`config.mk`:
```
export PLATFORM = sky130hd
export DESIGN_NAME = sprite_scroll_engine
export DESIGN_NICKNAME = d
export VERILOG_FILES = /design/src/rtl/sprite_scroll_engine.sv
export SDC_FILE = /design/constraint.sdc
export NUM_CORES = 1
export LEC_CHECK = 0
export ABC_AREA = 1
export CAP_MARGIN = 0
export CORE_MARGIN = 3
export CORE_UTILIZATION = 51
export DETAILED_ROUTE_END_ITERATION = 10
export PLACE_DENSITY = 0.75
export SLEW_MARGIN = 20
export SYNTH_ARGS = -nofsm -noshare
export SYNTH_HDL_FRONTEND = slang
export SYNTH_SLANG_ARGS = --single-unit
```
`constraint.sdc`:
```
create_clock -name clk -period 3.5 [get_ports clk]
set_input_delay 0.7 -clock clk [delete_from_list [all_inputs] [get_ports clk]]
set_output_delay 0.7 -clock clk [all_outputs]
set_load 0.1 [all_outputs]
```
`src/rtl/sprite_scroll_engine.sv`:
```
// sprite_scroll_engine: background/sprite ROM address generator with scroll, animation and vblank-committed registers
// Ports:
//   clk, reset                                  clock; asynchronous active-high reset
//   writedata, write, chipselect, address       Avalon-MM write-only slave (regs 0..4)
//   hcount, vcount                              raster position from vga_counters (column = hcount[10:1])
//   bg_addr, spr_addr                           ROM addresses, one register stage after hcount/vcount
//   spr_frame, spr_hit                          frame index and sprite-box hit, aligned with ROM q
//   scroll_off                                  committed horizontal scroll offset
//   frame_tick                                  one-cycle pulse marking the start of vblank
module sprite_scroll_engine #(
  parameter int H_ACTIVE    = 640,
  parameter int V_ACTIVE    = 480,
  parameter int BG_WIDTH    = 640,
  parameter int SPR_X       = 100,
  parameter int SPR_W       = 34,
  parameter int SPR_H       = 24,
  parameter int NUM_FRAMES  = 3,
  parameter int ROM_LATENCY = 1,
  parameter int BG_AW       = 19,
  parameter int SPR_AW      = 12
) (
  input  logic              clk,
  input  logic              reset,
  input  logic [7:0]        writedata,
  input  logic              write,
  input  logic              chipselect,
  input  logic [2:0]        address,
  input  logic [10:0]       hcount,
  input  logic [9:0]        vcount,
  output logic [BG_AW-1:0]  bg_addr,
  output logic [SPR_AW-1:0] spr_addr,
  output logic [1:0]        spr_frame,
  output logic              spr_hit,
  output logic [9:0]        scroll_off,
  output logic              frame_tick
);
  logic wr;
  logic [9:0] pend_y, com_y;
  logic [7:0] pend_step, com_step, pend_period, com_period, cnt;
  logic [2:0] pend_ctrl, com_ctrl;
  logic [1:0] frame;
  logic [9:0] adv, nxt_scroll, col, row;
  logic [10:0] sum, c, bc;
  logic active, in_box;
  logic [BG_AW-1:0] bg_n;
  logic [SPR_AW-1:0] spr_n;
  logic [ROM_LATENCY:0] hit_p;
  logic [ROM_LATENCY:0][1:0] frm_p;

  assign wr = chipselect && write;

  // A step at or beyond the background width advances nothing; with an
  // 8-bit step and a wide background that case cannot occur at all.
  generate
    if (BG_WIDTH > 255) begin : g_noclamp
      assign adv = {2'b0, com_step};
    end else begin : g_clamp
      assign adv = com_step >= 8'(BG_WIDTH) ? 10'd0 : {2'b0, com_step};
    end
  endgenerate

  always_comb begin
    sum = {1'b0, scroll_off} + {1'b0, adv};
    nxt_scroll = sum >= 11'(BG_WIDTH) ? 10'(sum - 11'(BG_WIDTH)) : sum[9:0];
    col = hcount[10:1];
    row = vcount;
    active = {1'b0, col} < 11'(H_ACTIVE) && {1'b0, row} < 11'(V_ACTIVE);
    c = {1'b0, col} + {1'b0, scroll_off};
    bc = c >= 11'(BG_WIDTH) ? c - 11'(BG_WIDTH) : c;
    // 11-bit row compare so a box near the bottom never wraps; clipping to
    // the visible area comes from gating with active.
    in_box = active && {1'b0, col} >= 11'(SPR_X) && {1'b0, col} < 11'(SPR_X + SPR_W)
             && {1'b0, row} >= {1'b0, com_y} && {1'b0, row} < {1'b0, com_y} + 11'(SPR_H);
    bg_n = active ? BG_AW'(row) * BG_AW'(BG_WIDTH) + BG_AW'(bc) : '0;
    spr_n = in_box ? SPR_AW'(row - com_y) * SPR_AW'(SPR_W) + SPR_AW'(col - 10'(SPR_X)) : '0;
  end

  always_ff @(posedge clk or posedge reset)
    if (reset) begin
      frame_tick  <= 1'b0;
      pend_y      <= 10'(V_ACTIVE / 2);
      com_y       <= 10'(V_ACTIVE / 2);
      pend_step   <= 8'd1;
      com_step    <= 8'd1;
      pend_period <= 8'd6;
      com_period  <= 8'd6;
      pend_ctrl   <= 3'b011;
      com_ctrl    <= 3'b011;
      scroll_off  <= '0;
      frame       <= '0;
      cnt         <= '0;
    end else begin
      frame_tick <= hcount == 11'd0 && vcount == 10'(V_ACTIVE);
      // Scroll and animation use the values committed last frame; the
      // pending set is latched afterwards so the next frame sees it.
      if (frame_tick) begin
        com_y      <= pend_y;
        com_step   <= pend_step;
        com_period <= pend_period;
        com_ctrl   <= pend_ctrl;
        pend_ctrl[2] <= 1'b0;
        if (com_ctrl[0]) scroll_off <= nxt_scroll;
        if (com_ctrl[2]) begin
          frame <= '0;
          cnt   <= '0;
        end else if (com_ctrl[1] && com_period != 8'd0) begin
          cnt   <= cnt == com_period - 8'd1 ? 8'd0 : cnt + 8'd1;
          frame <= cnt != com_period - 8'd1 ? frame : frame == 2'(NUM_FRAMES - 1) ? 2'd0 : frame + 2'd1;
        end
      end
      // A write in the tick cycle lands only in the pending set; a ctrl
      // write overrides the restart self-clear above.
      if (wr && address == 3'd0) pend_y[7:0] <= writedata;
      if (wr && address == 3'd1) pend_y[9:8] <= writedata[1:0];
      if (wr && address == 3'd2) pend_step <= writedata;
      if (wr && address == 3'd3) pend_period <= writedata;
      if (wr && address == 3'd4) pend_ctrl <= writedata[2:0];
    end

  always_ff @(posedge clk or posedge reset)
    if (reset) begin
      bg_addr  <= '0;
      spr_addr <= '0;
      hit_p    <= '0;
      frm_p    <= '0;
    end else begin
      bg_addr  <= bg_n;
      spr_addr <= spr_n;
      hit_p    <= {hit_p[ROM_LATENCY-1:0], in_box};
      frm_p    <= {frm_p[ROM_LATENCY-1:0], frame};
    end

  assign spr_hit   = hit_p[ROM_LATENCY];
  assign spr_frame = frm_p[ROM_LATENCY];
endmodule

```
### Yosys cells after proc, flatten, opt, wreduce, memory -nomap -nowiden

Index checks and enable logic that the tools add are counted.
W data, S select, Z words.

| cells by class | value |
|---|---|
| multiplexer cells | 13 |
| multiply operators | 2 |
| reductions and logical operators | 21 |
| eq/ne operators | 9 |
| add/subtract/negate cells | 12 |
| magnitude comparators | 8 |

Operator list:

| operator | count |
|---|---|
| $mux W8 | 3 |
| $ge A11 B10 Y1 const B | 2 |
| $add A19 B11 Y19 | 1 |
| $mux W19 | 1 |
| $logic_and A1 B1 Y1 | 13 |
| $add A12 B12 Y12 | 1 |
| $mul A10 B3 Y12 const B | 1 |
| $mul A12 B5 Y11 const B | 1 |
| $mux W12 | 1 |
| $add A10 B10 Y11 | 1 |
| $add A10 B5 Y11 const B | 1 |
| $add A10 B8 Y11 | 1 |
| $logic_not A11 Y1 | 1 |
| $lt A10 B11 Y1 | 1 |
| $mux W11 | 1 |
| $sub A10 B10 Y11 | 1 |
| $sub A10 B7 Y11 const B | 1 |
| $sub A11 B10 Y11 const B | 1 |
| $eq A10 B9 Y1 const B | 1 |
| $ge A10 B10 Y1 | 1 |
| $ge A10 B7 Y1 const B | 1 |
| $lt A10 B10 Y1 const B | 1 |
| $lt A10 B8 Y1 const B | 1 |
| $lt A10 B9 Y1 const B | 1 |
| 20 further kinds | 26 |

| storage, ports and cells | value |
|---|---|
| output and inout bits | 45 |
| input port bits | 36 |
| register bits after elaboration | 116 |

### Logic depth before layout (Yosys ltp)

| depth | value |
|---|---|
| depth in word-level cells | 7 |
| depth in mapped cells | 29 |
| gate-level depth less buffers | 29 |

### Worst setup path before layout

Ideal clock, no wire load.

| path | value |
|---|---|
| kind | flip-flop to flip-flop |
| from | register scroll_off[0] |
| to | register bg_addr[17] |
| arrival time | 4.097 ns |
| period minus slack after synthesis | 4.214 ns |
| slack | -0.714 ns |
| cell stages (with the launch flop) | 29 |
| data required time | 3.383 ns |
| setup time | 0.117 ns |
| cell sequence | dfrtp_1 ha_1 fa_1 nand3_1 nand3_1 nand3_1 nand2_2 xor2_2 ha_1 nand3b_1 nand2_1 inv_2 nand3_1 nand2_1 ha_1 inv_1 fa_1 inv_1 a21oi_1 o21ai_1 nand2_1 clkinv_1 nand2_1 nor2_1 nand3_1 nor2_1 nand2_1 nand2_1 nor2_1 |

| between the ends | value |
|---|---|
| longest elaborated chain between the ends | 5 |
| elaborated cells between the ends (all ways) | 6 |
| those cells by class | 3 x add/sub; 1 x order compare; 2 x mux |

Ends and longest elaborated chain:

| what | line | source |
|---|---|---|
| start, declared | 34 | `output logic [9:0] scroll_off,` |
| start signal, assigned | 102 | `if (com_ctrl[0]) scroll_off <= nxt_scroll;` |
| $add A10 B10 Y11 (*) | 68 | `c = {1'b0, col} + {1'b0, scroll_off};` |
| $sub A11 B10 Y11 / $ge A11 B10 Y1 (equally long branches) | 69 | `bc = c >= 11'(BG_WIDTH) ? c - 11'(BG_WIDTH) : c;` |
| $mux W11 (*) | 69 |  |
| $add A19 B11 Y19 (*) | 74 | `bg_n = active ? BG_AW'(row) * BG_AW'(BG_WIDTH) + BG_AW'(bc) : '0;` |
| $mux W19 (*) | 74 |  |
| named net bg_n[17] | 45 | `logic [BG_AW-1:0] bg_n;` |
| end signal, assigned | 127 | `bg_addr <= bg_n;` |
| end, declared | 30 | `output logic [BG_AW-1:0] bg_addr,` |

Mark *: on every way through the listed nets, which the timed path passes. The rest lies on a longest branch.
A chain may end at the register's enable or synchronous reset.

### Worst setup path after layout

| path | value |
|---|---|
| from | input hcount[1] |
| to | register bg_addr[17] |

| between the ends | value |
|---|---|
| longest elaborated chain between the ends | 5 |
| elaborated cells between the ends (all ways) | 8 |
| those cells by class | 3 x add/sub; 2 x order compare; 2 x mux; 1 x reduce/logical |

Ends and longest elaborated chain:

| what | line | source |
|---|---|---|
| start, declared | 28 | `input logic [10:0] hcount,` |
| $add A10 B10 Y11 | 68 |  |
| $sub A11 B10 Y11 / $ge A11 B10 Y1 (equally long branches) | 69 |  |
| $mux W11 | 69 |  |
| $add A19 B11 Y19 | 74 |  |
| $mux W19 (*) | 74 |  |
| named net bg_n[17] | 45 |  |

Marks and branches as above.

==> impl_metrics.xml <==
<?xml version="1.0" encoding="UTF-8"?>
<metrics>
  <group name="worst_setup_path">
    <metric name="endpoint_of_the_lowest_slack_register_to_register_path" unit="">bg_addr[17]$_DFF_PP0_</metric>
    <metric name="timing.critical_path.required" unit="ns">3.81</metric>
    <metric name="critical_path_class" unit="">in2reg</metric>
    <metric name="critPathLaunchType" unit="">input port</metric>
    <metric name="r2r.worst_path.cells" unit="">27</metric>
    <metric name="end_kind" unit="">flop</metric>
    <metric name="cp.arrival" unit="ns">4.03</metric>
    <metric name="regToRegStartpoint" unit="">scroll_off[0]$_DFFE_PP0P_</metric>
    <metric name="path_max_fanout" unit="">3</metric>
    <metric name="r2r_setup_slk" unit="ns">-0.22</metric>
  </group>
  <group name="logic_synthesis">
    <metric name="synthesis.nets" unit="">1210</metric>
    <metric name="postSynth.asyncResetShare" unit="">1.00</metric>
    <metric name="yosys_most_used_dff" unit="">sky130_fd_sc_hd__dfrtp_1</metric>
    <metric name="synthCells" unit="">1084</metric>
    <metric name="synthDistinctLibCells" unit="">50</metric>
    <metric name="ys_ff_latch" unit="">116</metric>
    <metric name="netlist_area" unit="mm^2">0.00830</metric>
    <metric name="synth-edff-count" unit="">0</metric>
    <metric name="yosysWarningCount" unit="">0</metric>
    <metric name="synth_area_per_cell" unit="um^2">7.65</metric>
    <metric name="yosysSeqAreaShare" unit="">0.353</metric>
  </group>
  <group name="clocking">
    <metric name="clk_latency" unit="ns">0.42</metric>
    <metric name="cts_htree_levels" unit="">4</metric>
    <metric name="cts-hold-fix-buffers" unit="">0</metric>
    <metric name="cts_num_sinks" unit="">116</metric>
    <metric name="max-clock-path-buffers" unit="">2</metric>
    <metric name="cts_tree" unit="">built</metric>
    <metric name="ctsRootBufferMaster" unit="">sky130_fd_sc_hd__clkbuf_16</metric>
    <metric name="path_clk_slew" unit="ns">0.05</metric>
    <metric name="cts_made_buffers" unit="">17</metric>
  </group>
  <group name="floorplanning">
    <metric name="initial_core_utilization" unit="">0.534</metric>
    <metric name="top_level_ports" unit="">81</metric>
    <metric name="die-height" unit="um">134</metric>
    <metric name="fp-row-count" unit="">45</metric>
    <metric name="core_area" unit="mm^2">0.0155</metric>
    <metric name="die_area" unit="mm^2">0.0178</metric>
    <metric name="die_width" unit="um">134</metric>
  </group>
  <group name="min_path">
    <metric name="hp-start" unit="">frm_p[1]$_DFF_PP0_</metric>
    <metric name="holdPathEnd" unit="">spr_frame[1]$_DFF_PP0_</metric>
    <metric name="min_path_cells" unit="">0</metric>
    <metric name="hold_class" unit="">reg2reg</metric>
  </group>
  <group name="grt">
    <metric name="wire_length_of_the_first_global_routing_pass" unit="um">36000</metric>
    <metric name="grt_max_degree" unit="">84</metric>
    <metric name="first_global_vias" unit="">7722</metric>
    <metric name="overflow" unit="">0</metric>
    <metric name="initial_antenna_violation_count" unit="">0</metric>
    <metric name="track_usage" unit="">0.248</metric>
  </group>
  <group name="pwr">
    <metric name="share_clk_of_total_power" unit="">0.362</metric>
    <metric name="internal_power" unit="uW">3150</metric>
    <metric name="power_density" unit="mW/mm^2">401</metric>
    <metric name="sw_frac_of_total" unit="">0.328</metric>
    <metric name="power.switching" unit="uW">1540</metric>
    <metric name="pwr-share-seq" unit="">0.318</metric>
    <metric name="report.power.total" unit="uW">4690</metric>
    <metric name="static-leakage-power" unit="uW">0.00600</metric>
    <metric name="ir_worst_vdd" unit="V">0.000349</metric>
    <metric name="power.combinational.fraction" unit="">0.320</metric>
  </group>
  <group name="timing">
    <metric name="final_critical_path_share_of_the_clock_period" unit="">1.06</metric>
    <metric name="timing.final.crit_period" unit="ns">3.72</metric>
    <metric name="slew_headroom" unit="">0.344</metric>
    <metric name="clock_skew" unit="ns">0.0104</metric>
    <metric name="worst_pin_slew" unit="ns">0.981</metric>
    <metric name="max_clk_rate" unit="MHz">269</metric>
    <metric name="finalMaxSlewViolations" unit="">0</metric>
    <metric name="count_of_endpoints_failing_setup_in_the_final_report" unit="">10</metric>
    <metric name="timing_hold_violations_final" unit="">0</metric>
    <metric name="setup_repair_after_global_routing_missed_its_margin" unit="">true</metric>
    <metric name="hold-worst-slack" unit="ns">0.346</metric>
    <metric name="fin_ws" unit="ns">-0.222</metric>
  </group>
  <group name="layout">
    <metric name="area_delta_synth_final" unit="%">41.0</metric>
    <metric name="share_of_layout_cells_above_drive_strength_1" unit="">0.300</metric>
    <metric name="fin_nets" unit="">1459</metric>
    <metric name="mostFrequentLayoutCell" unit="">sky130_fd_sc_hd__nand2_1</metric>
    <metric name="fin_area" unit="mm^2">0.0117</metric>
    <metric name="layout.cells.most_common_list" unit="">sky130_fd_sc_hd__nand2_1 (276), sky130_fd_sc_hd__buf_4 (172), sky130_fd_sc_hd__inv_1 (139)</metric>
    <metric name="fill_cells" unit="">1107</metric>
    <metric name="finalCoreUtilization" unit="">0.753</metric>
    <metric name="antenna_cells" unit="">0</metric>
  </group>
  <group name="outcome">
    <metric name="violations" unit="">setup timing</metric>
    <metric name="run_status" unit="">complete, but fails checks</metric>
  </group>
  <group name="placed_design">
    <metric name="gp_routability_congestion" unit="">0.983</metric>
    <metric name="buffer_ports.inserted" unit="">80</metric>
    <metric name="placement_stage_cell_area" unit="mm^2">0.0103</metric>
    <metric name="post-dp-hpwl" unit="um">16100</metric>
  </group>
  <group name="detailed_routing">
    <metric name="routed_wirelength_normalized_by_instance_count" unit="um">14.7</metric>
    <metric name="wl" unit="um">22900</metric>
    <metric name="firstDrtPassIters" unit="">8</metric>
    <metric name="1st_iter_drt_viols" unit="">414</metric>
    <metric name="route.vias.total" unit="">8027</metric>
    <metric name="route.detailed.drc" unit="">0</metric>
    <metric name="drt.antenna.violating_nets" unit="">0</metric>
    <metric name="vias_per_cell" unit="">5.16</metric>
  </group>
  <group name="run">
    <metric name="timing.max_cap.violations" unit="">0</metric>
  </group>
</metrics>
metal layers:
metal | share of wire | up-vias | track usage
met5 | 0 | - | 0
met4 | 0.027 | 0 | 0.0903
met3 | 0.056 | 50 | 0.0476
met2 | 0.50 | 232 | 0.431
met1 | 0.41 | 3743 | 0.308
li1 | - | 4002 | -
per-stage QoR:
step	worst slack [ns]	std cells	setup TNS, ns
2_1_floorplan	-0.414	1084	-1.19
3_3_place_gp	-1.05	1483	-10.86
3_5_place_dp	-1.13	1483	-12.09
4_1_cts	-0.232	1540	-0.704
5_1_grt	-0.460	1556	-3.82
6_report	-0.222	1556	-1.44
power by group through the flow:
| stage | registers (uW) | clock network, uW | logic (uW) |
|---|---|---|---|
| 2_1_floorplan | 1660 | 0 | 623 |
| 3_3_place_gp | 1510 | 0 | 1160 |
| 3_5_place_dp | 1510 | 0 | 1190 |
| 4_1_cts | 1490 | 1720 | 1300 |
| 5_1_grt | 1500 | 1780 | 1630 |
| 6_report | 1490 | 1700 | 1500 |
how the worst max path moves through the flow:
stage | start | to
2_1_floorplan | scroll_off[0]$_DFFE_PP0P_ | bg_addr[17]$_DFF_PP0_
3_3_place_gp | hcount[1] | bg_addr[17]$_DFF_PP0_
3_5_place_dp | hcount[1] | bg_addr[17]$_DFF_PP0_
4_1_cts | com_y[2]$_DFFE_PP0P_ | spr_addr[11]$_DFF_PP0_
5_1_grt | scroll_off[0]$_DFFE_PP0P_ | bg_addr[17]$_DFF_PP0_
6_report | hcount[1] | bg_addr[17]$_DFF_PP0_
critical path: stages:
cell	delay [ns]
sky130_fd_sc_hd__buf_2	0.15
sky130_fd_sc_hd__ha_4	0.18
sky130_fd_sc_hd__fa_2	0.36
sky130_fd_sc_hd__nand3_2	0.07
sky130_fd_sc_hd__nand3_2	0.07
sky130_fd_sc_hd__nand3_2	0.07
sky130_fd_sc_hd__nand2_2	0.07
sky130_fd_sc_hd__xor2_2	0.18
sky130_fd_sc_hd__ha_2	0.19
sky130_fd_sc_hd__nand3b_1	0.20
sky130_fd_sc_hd__nand2_2	0.10
sky130_fd_sc_hd__inv_2	0.05
sky130_fd_sc_hd__buf_4	0.13
sky130_fd_sc_hd__nand3_1	0.09
sky130_fd_sc_hd__nand2_1	0.08
sky130_fd_sc_hd__fa_2	0.34
sky130_fd_sc_hd__inv_2	0.08
sky130_fd_sc_hd__a21oi_2	0.06
sky130_fd_sc_hd__o21ai_2	0.13
sky130_fd_sc_hd__nand2_1	0.08
sky130_fd_sc_hd__clkinv_2	0.08
sky130_fd_sc_hd__nand2_4	0.06
sky130_fd_sc_hd__nor2_4	0.12
sky130_fd_sc_hd__nand3_2	0.08
sky130_fd_sc_hd__nor2_2	0.10
sky130_fd_sc_hd__nand2_1	0.07
sky130_fd_sc_hd__nand2_1	0.08
sky130_fd_sc_hd__nor2_1	0.05
state kept, by name, indices dropped and copies added (netlist names), 3 cells and up:
| signal | count |
|---|---|
| com_period | 8 |
| pend_ctrl | 3 |
| spr_addr | 12 |
| pend_period | 8 |
| com_y | 10 |
| pend_step | 8 |
| cnt | 8 |
| com_ctrl | 3 |
| scroll_off | 10 |
| bg_addr | 19 |
| pend_y | 10 |
| com_step | 8 |
what timing repair did:
item                                    CTS  global route
buffers inserted                         30            19
endpoints found under the setup margin   14            11
gates resized for setup                  73            67
cloned                                    0             0
pin swaps                                51            49
area by class of cell:
| type | instances | area (um^2) | share of cell area |
|---|---|---|---|
| multi-input combinational | 788 | 5280 | 0.451 |
| sequential | 116 | 2940 | 0.251 |
| timing repair buffer | 245 | 2020 | 0.173 |
| inverter | 165 | 632 | 0.0540 |
| clock buffer | 21 | 460 | 0.0394 |
| tap | 211 | 264 | 0.0226 |
| clock inverter | 10 | 109 | 0.00930 |
Yosys cell counts (3+ instances only):
cell type                  number  area [um^2]
sky130_fd_sc_hd__a21o_1         3         22.5
sky130_fd_sc_hd__a21oi_1       41          205
sky130_fd_sc_hd__a21oi_2        3         26.3
sky130_fd_sc_hd__a31oi_1       10         62.6
sky130_fd_sc_hd__clkbuf_1      11         41.3
sky130_fd_sc_hd__clkinv_1       3         11.3
sky130_fd_sc_hd__dfrtp_1       98         2450
sky130_fd_sc_hd__dfstp_2       18          473
sky130_fd_sc_hd__fa_1           7          140
sky130_fd_sc_hd__ha_1          83         1040
sky130_fd_sc_hd__inv_1        151          567
sky130_fd_sc_hd__inv_2         10         37.5
sky130_fd_sc_hd__nand2_1      300         1130
sky130_fd_sc_hd__nand2_2        9         56.3
sky130_fd_sc_hd__nand3_1       55          275
sky130_fd_sc_hd__nand3b_1       4         30.0
sky130_fd_sc_hd__nand4_1       28          175
sky130_fd_sc_hd__nor2_1        64          240
sky130_fd_sc_hd__nor2_2        12         75.1
sky130_fd_sc_hd__nor3_1        12         60.1
sky130_fd_sc_hd__nor3_2         4         40.0
sky130_fd_sc_hd__o21ai_0       69          345
sky130_fd_sc_hd__o21ai_1       10         50.1
sky130_fd_sc_hd__or2_2          3         18.8
sky130_fd_sc_hd__xnor2_1       10         87.6
sky130_fd_sc_hd__xor2_1        36          315
cell families after synthesis:
logic type	after synthesis	synth area share
adder cells (fa/ha/maj)	90	0.142
AND/OR/NAND/NOR	502	0.267
flip-flops	116	0.353
buffers and inverters	180	0.0833
AO/OA/AOI/OAI	147	0.0995
XOR/XNOR	49	0.0558
No activity file was read; power rests on OpenSTA's default activity.
